### config.mk
export PLATFORM = sky130hd
export DESIGN_NAME = poly_tomsg_ctrl
export DESIGN_NICKNAME = d
export VERILOG_FILES = /design/src/rtl/poly_tomsg_ctrl.sv
export SDC_FILE = /design/constraint.sdc
export NUM_CORES = 1
export LEC_CHECK = 0
export ABC_AREA = 1
export BUFFER_PORTS_ARGS = -buffer_cell sky130_fd_sc_hd__buf_2
export CAP_MARGIN = 20
export CORE_AREA = 3 3 64 78
export CTS_BUF_LIST = sky130_fd_sc_hd__clkbuf_16
export DETAILED_ROUTE_END_ITERATION = 10
export DIE_AREA = 0 0 67 81
export PLACE_DENSITY = 0.76
export SYNTH_ARGS = -nofsm -noshare
export SYNTH_HDL_FRONTEND = slang
export SYNTH_SLANG_ARGS = --single-unit
### constraint.sdc
create_clock -name clk -period 2.37 [get_ports clk]
set_input_delay 0.474 -clock clk [delete_from_list [all_inputs] [get_ports clk]]
set_output_delay 0.474 -clock clk [all_outputs]
set_load 0.02 [all_outputs]
### src/rtl/poly_tomsg_ctrl.sv
// Kyber poly_tomsg sequencer: fetches 256 coefficients, compresses each to one bit
// and streams 32 packed message bytes. Optional range flag: POLYTOMSG_RANGE_CHECK_EN.
module poly_tomsg_ctrl #(
  parameter int KYBER_N = 256,
  parameter int KYBER_Q = 3329,
  parameter int COEFF_W = 12,
  parameter int ADDR_W  = 8
) (
  input  logic               clk,
  input  logic               rst_n,
  input  logic               iStart,
  output logic               oBusy,
  output logic               oDone,
  output logic               oCoeffRdEn,
  output logic [ADDR_W-1:0]  oCoeffAddr,
  input  logic [COEFF_W-1:0] iCoeffData,
  output logic [COEFF_W-1:0] oCsubqIn,
  input  logic [COEFF_W-1:0] iCsubqOut,
  output logic [7:0]         oMsgByte,
  output logic [4:0]         oMsgIdx,
  output logic               oMsgValid,
  input  logic               iMsgReady,
  output logic               oRangeErr
);

  localparam logic [2:0] S_IDLE  = 3'd0;
  localparam logic [2:0] S_FETCH = 3'd1;
  localparam logic [2:0] S_LATCH = 3'd2;
  localparam logic [2:0] S_EVAL  = 3'd3;
  localparam logic [2:0] S_EMIT  = 3'd4;
  localparam logic [2:0] S_DONE  = 3'd5;

  localparam logic [ADDR_W-1:0]  LAST_IDX = ADDR_W'(KYBER_N - 1);
  localparam logic [COEFF_W+1:0] HALF_Q_W = (COEFF_W+2)'(KYBER_Q / 2);
  localparam logic [COEFF_W+1:0] Q_W      = (COEFF_W+2)'(KYBER_Q);
  localparam logic [COEFF_W+1:0] Q2_W     = (COEFF_W+2)'(2 * KYBER_Q);

  logic [2:0]         state_q, state_d;
  logic [ADDR_W-1:0]  idx_q, idx_d;
  logic [COEFF_W-1:0] coeff_q, coeff_d;
  logic [7:0]         shift_q, shift_d;
  logic [7:0]         msgByte_q, msgByte_d;
  logic [4:0]         msgIdx_q, msgIdx_d;
  logic [COEFF_W+1:0] scaled;
  logic               msgBit;

  // round(2x/Q) mod 2: 2x+Q/2 stays below 3Q for any COEFF_W-bit x, so the
  // quotient is 1 exactly when the scaled value lies in [Q, 2Q).
  assign scaled = {1'b0, iCsubqOut, 1'b0} + HALF_Q_W;
  assign msgBit = (scaled >= Q_W) && (scaled < Q2_W);

`ifdef POLYTOMSG_RANGE_CHECK_EN
  logic rangeErr_q, rangeErr_d;
  logic rangeHit;
  assign rangeHit  = (iCsubqOut >= COEFF_W'(KYBER_Q));
  assign oRangeErr = rangeErr_q;
`else
  assign oRangeErr = 1'b0;
`endif

  always_comb begin
    state_d   = state_q;
    idx_d     = idx_q;
    coeff_d   = coeff_q;
    shift_d   = shift_q;
    msgByte_d = msgByte_q;
    msgIdx_d  = msgIdx_q;
`ifdef POLYTOMSG_RANGE_CHECK_EN
    rangeErr_d = rangeErr_q;
`endif
    case (state_q)
      S_IDLE: begin
        if (iStart) begin
          idx_d   = '0;
          shift_d = '0;
`ifdef POLYTOMSG_RANGE_CHECK_EN
          rangeErr_d = 1'b0;
`endif
          state_d = S_FETCH;
        end
      end
      S_FETCH: state_d = S_LATCH;
      S_LATCH: begin
        coeff_d = iCoeffData;
        state_d = S_EVAL;
      end
      S_EVAL: begin
        shift_d[idx_q[2:0]] = msgBit;
`ifdef POLYTOMSG_RANGE_CHECK_EN
        if (rangeHit) rangeErr_d = 1'b1;
`endif
        if (idx_q[2:0] == 3'd7) begin
          msgByte_d = {msgBit, shift_q[6:0]};
          msgIdx_d  = idx_q[ADDR_W-1:3];
          state_d   = S_EMIT;
        end else begin
          idx_d   = idx_q + ADDR_W'(1);
          state_d = S_FETCH;
        end
      end
      // Holding here without issuing reads is what stalls the whole sequence.
      S_EMIT: begin
        if (iMsgReady) begin
          if (idx_q == LAST_IDX) begin
            state_d = S_DONE;
          end else begin
            idx_d   = idx_q + ADDR_W'(1);
            shift_d = '0;
            state_d = S_FETCH;
          end
        end
      end
      S_DONE:  state_d = S_IDLE;
      default: state_d = S_IDLE;
    endcase
  end

  always_ff @(posedge clk) begin
    if (!rst_n) begin
      state_q   <= S_IDLE;
      idx_q     <= '0;
      coeff_q   <= '0;
      shift_q   <= '0;
      msgByte_q <= '0;
      msgIdx_q  <= '0;
`ifdef POLYTOMSG_RANGE_CHECK_EN
      rangeErr_q <= 1'b0;
`endif
    end else begin
      state_q   <= state_d;
      idx_q     <= idx_d;
      coeff_q   <= coeff_d;
      shift_q   <= shift_d;
      msgByte_q <= msgByte_d;
      msgIdx_q  <= msgIdx_d;
`ifdef POLYTOMSG_RANGE_CHECK_EN
      rangeErr_q <= rangeErr_d;
`endif
    end
  end

  assign oBusy      = (state_q == S_FETCH) || (state_q == S_LATCH) ||
                      (state_q == S_EVAL)  || (state_q == S_EMIT);
  assign oDone      = (state_q == S_DONE);
  assign oCoeffRdEn = (state_q == S_FETCH);
  assign oCoeffAddr = idx_q;
  assign oCsubqIn   = coeff_q;
  assign oMsgByte   = msgByte_q;
  assign oMsgIdx    = msgIdx_q;
  assign oMsgValid  = (state_q == S_EMIT);

endmodule

==> results.py <==
metrics = {
    "worst_setup_path": {
        "worstSetupStartpointType": "flop",
        "r2r_slack_ps": 420,
        "worstSetupEndpoint": "oBusy",
        "reg2reg_to": "oCoeffAddr[4]$_SDFFE_PN0P_",
        "cp.arrival_ps": 1590,
        "crit_type": "flop to primary output",
        "rr_worst_depth": 10,
        "end_kind": "primary output",
        "rr_startpoint": "oCoeffAddr[1]$_SDFFE_PN0P_",
        "required_ps": 1900,
        "path_buf_inv": 3,
        "crit_slowest_cell": "dfxtp_1",
        "cp_top_family": "flip-flops",
        "crit_path_max_fanout": 15,
        "cp-startpoint": "state_q[0]$_SDFFE_PN0P_",
        "cp_num_cells": 6,
        "cpPeakStageDelay_ps": 390,
        "cp_cell_sequence": "inv_2 > or2_2 > o21ai_0 > inv_1 > nand2_1 > buf_2",
    },
    "yosys": {
        "synth_top_cell_area_share_pct": 40.6,
        "yosysWarningCount": 0,
        "synth_largest_area_cell": "dfxtp_1",
        "synth-seq-cells": 43,
        "netlist_instances": 302,
        "synthesis.nets": 333,
        "synthTopCellsByArea": "dfxtp_1, nand2_1, a21oi_1, nand3_1, nor2_1",
        "postSynthAreaPerCell_sq_um": 7.03,
        "ys_seq_area_share_pct": 40.6,
        "ys_types": 32,
        "syn-cell-area_sq_um": 2120,
    },
    "floorplanning": {
        "io-pin-count": 66,
        "coreArea_sq_um": 4290,
        "die_h_microns": 81,
        "dieArea_sq_um": 5430,
        "core.rowCount": 26,
        "start_util_pct": 49.4,
        "die_width_microns": 67,
    },
    "placement": {
        "dpl.hpwl_microns": 3740,
        "place_area_sq_um": 2500,
        "globalplace.congestion": 0.803,
        "io_buffers": 64,
    },
    "final_layout": {
        "drive_gt1_share_pct": 27.2,
        "diodes": 0,
        "fillerInstances": 433,
        "areaGrowthSynthToFinish_pct": 24.2,
        "num-nets-final": 398,
        "final_cell_area_sq_um": 2640,
    },
    "sta": {
        "hold_viol": 0,
        "fin_worst_skew_ps": 4.19,
        "finalCritPeriodShare_pct": 87.3,
        "fmax_mhz": 483,
        "maxSlewViolCount": 0,
        "rsz0062_at_grt": "no",
        "setup-tns-final_ps": 0,
        "final.min_clock_period_ps": 2070,
        "setup_viol": 0,
    },
    "clock_tree": {
        "htreeDepth": 2,
        "cts_tree": "yes",
        "cts_setup_buffers": 0,
        "root_buffer": "clkbuf_16",
        "clk_path_buf_depth": 2,
        "postCtsResizedCells": 0,
        "cts_buffers": 5,
        "clock_latency_ps": 280,
        "clkSlewWorstSetupHoldPaths_ps": 60,
        "cts_sinks": 43,
        "hold_buffers": 0,
    },
    "detailed_routing": {
        "ant_nets": 0,
        "route.detailed.drc": 0,
        "avgViaCountPerCell": 5.06,
        "drt_iter0_markers": 43,
        "vias": 2147,
        "finalWirelength_microns": 4960,
        "dr.pass1.iters": 4,
        "wl_per_cell_microns": 11.7,
    },
    "power_and_ir_drop": {
        "p_leak_nw": 1.20,
        "max-vdd-ir-drop_mv": 0.294,
        "p_per_area_nw_per_um2": 671,
    },
    "min_path": {
        "hold_path_class": "flop to flop",
    },
    "grt": {
        "top_usage_layer": "met2",
        "overflow": 0,
        "grt_use_total_pct": 19.4,
        "antenna_found_initial": 0,
        "grt_pass1_wl_microns": 8290,
        "grt_use_met1_pct": 21.9,
        "grt_max_degree": 19,
        "grt_pass1_vias": 1956,
        "use_met3_pct": 4.70,
        "grt_use_met2_pct": 34.4,
    },
    "outcome": {
        "outcome": "completed",
    },
    "run": {
        "maxCapViolCount": 0,
    },
}
[worst min path at each step]
stage,start,endpoint,slack (ps),depth (start not counted)
after floorplan,shift_q[6]$_SDFFE_PN0P_,oMsgByte[6]$_SDFFE_PN0P_,440,2
after global placement,oCsubqIn[1]$_SDFFE_PN0P_,oCsubqIn[1]$_SDFFE_PN0P_,450,2
after detailed placement,oCsubqIn[5]$_SDFFE_PN0P_,oCsubqIn[5]$_SDFFE_PN0P_,450,2
after CTS,oCsubqIn[5]$_SDFFE_PN0P_,oCsubqIn[5]$_SDFFE_PN0P_,460,2
after global routing,iCoeffData[8],oCsubqIn[8]$_SDFFE_PN0P_,470,3
final,oCsubqIn[9]$_SDFFE_PN0P_,oCsubqIn[9]$_SDFFE_PN0P_,460,2
[where the power goes]
group	leakage [nW]	total [mW]	internal [mW]	switching (mW)
clock network	0.0733	0.647	0.384	0.263
registers	0.347	0.762	0.747	0.0158
logic	0.783	0.360	0.123	0.237
total	1.20	1.77	1.25	0.516
[tightest hold or removal path: stages, from the launching register on]
cell and delay [ps]:
dfxtp_1 300, nand2_1 60, a21oi_1 50
[state kept, by name (all words and copies together), names as in the netlist]
| name | cells |
|---|---|
| oCsubqIn | 12 |
| oCoeffAddr | 8 |
| oMsgByte | 8 |
| shift_q | 7 |
| oMsgIdx | 5 |
| state_q | 3 |
[cells by family (layout without fill, tap and decap cells)]
kind of cell    count (synthesis)  after routing  synth area share [%]
compound gates                 53             53                  13.7
simple gates                  159            159                  34.8
xor+xnor                        3              3                  1.24
flops                          43             43                  40.6
other cells                     1              1                 0.177
buf+inv                        40            106                  7.66
fa+ha+maj                       3              3                  1.77
[synthesized netlist by cell type]
| cell | count |
|---|---|
| xor2_1 | 2 |
| nand3_2 | 3 |
| clkbuf_1 | 8 |
| buf_4 | 1 |
| conb_1 | 1 |
| inv_1 | 22 |
| o21ai_1 | 3 |
| nand4_1 | 7 |
| o21a_1 | 2 |
| nor2_2 | 3 |
| nor3_1 | 2 |
| a2111oi_0 | 1 |
| xnor2_1 | 1 |
| nor2_4 | 2 |
| dfxtp_1 | 43 |
| nand2_2 | 3 |
| nor2_1 | 23 |
| nor2_8 | 2 |
| buf_6 | 1 |
| or2_2 | 1 |
| a21oi_1 | 36 |
| inv_2 | 6 |
| a31oi_1 | 1 |
| clkinv_1 | 1 |
| ha_1 | 3 |
| buf_2 | 1 |
| a21oi_2 | 3 |
| nand2_1 | 84 |
| nand3b_1 | 1 |
| nand3_1 | 28 |
| o21ai_0 | 5 |
| o21bai_1 | 2 |
[through the flow]
step	hold WS, ps	setup slack [ps]	instances	total power [mW]	util [%]
after CTS	460	281	424	1.78	61.4
after floorplan	437	575	302	1.05	-
after global routing	469	174	424	1.86	61.4
final	457	302	424	1.77	61.4
after detailed placement	451	435	416	1.14	58.1
after global placement	447	505	416	1.13	58.1
[final cells by class]
cell class	count	area, sq um	area share (%)
Clock inverter	3	15.0	0.570
Sequential cell	43	861	32.7
Multi-Input combinational cell	219	1100	41.7
Inverter	29	109	4.13
Clock buffer	5	125	4.75
Timing Repair Buffer	69	358	13.6
Tap cell	56	70.1	2.66
[layer usage]
metal	share of wire (%)	vias to the layer above	wire length, microns
met2	50	73	2460
met5	0	-	0
met4	1.1	0	55
li1	-	1117	-
met3	7.1	6	351
met1	42	951	2100
[cells in the final DEF, fill, tap and decap left out, types with 3 or more instances in the layout]
master / n
buf_4: 5
nor2_1: 23
ha_1: 3
a21oi_1: 36
nand2_1: 84
clkinv_2: 3
clkbuf_16: 5
nor2_2: 3
a21oi_2: 3
inv_1: 22
nand4_1: 7
nand3_2: 3
nand3_1: 28
o21ai_0: 5
inv_2: 6
nand2_2: 3
buf_2: 64
dfxtp_1: 43
o21ai_1: 3
Power figures use the tool's default switching activity.
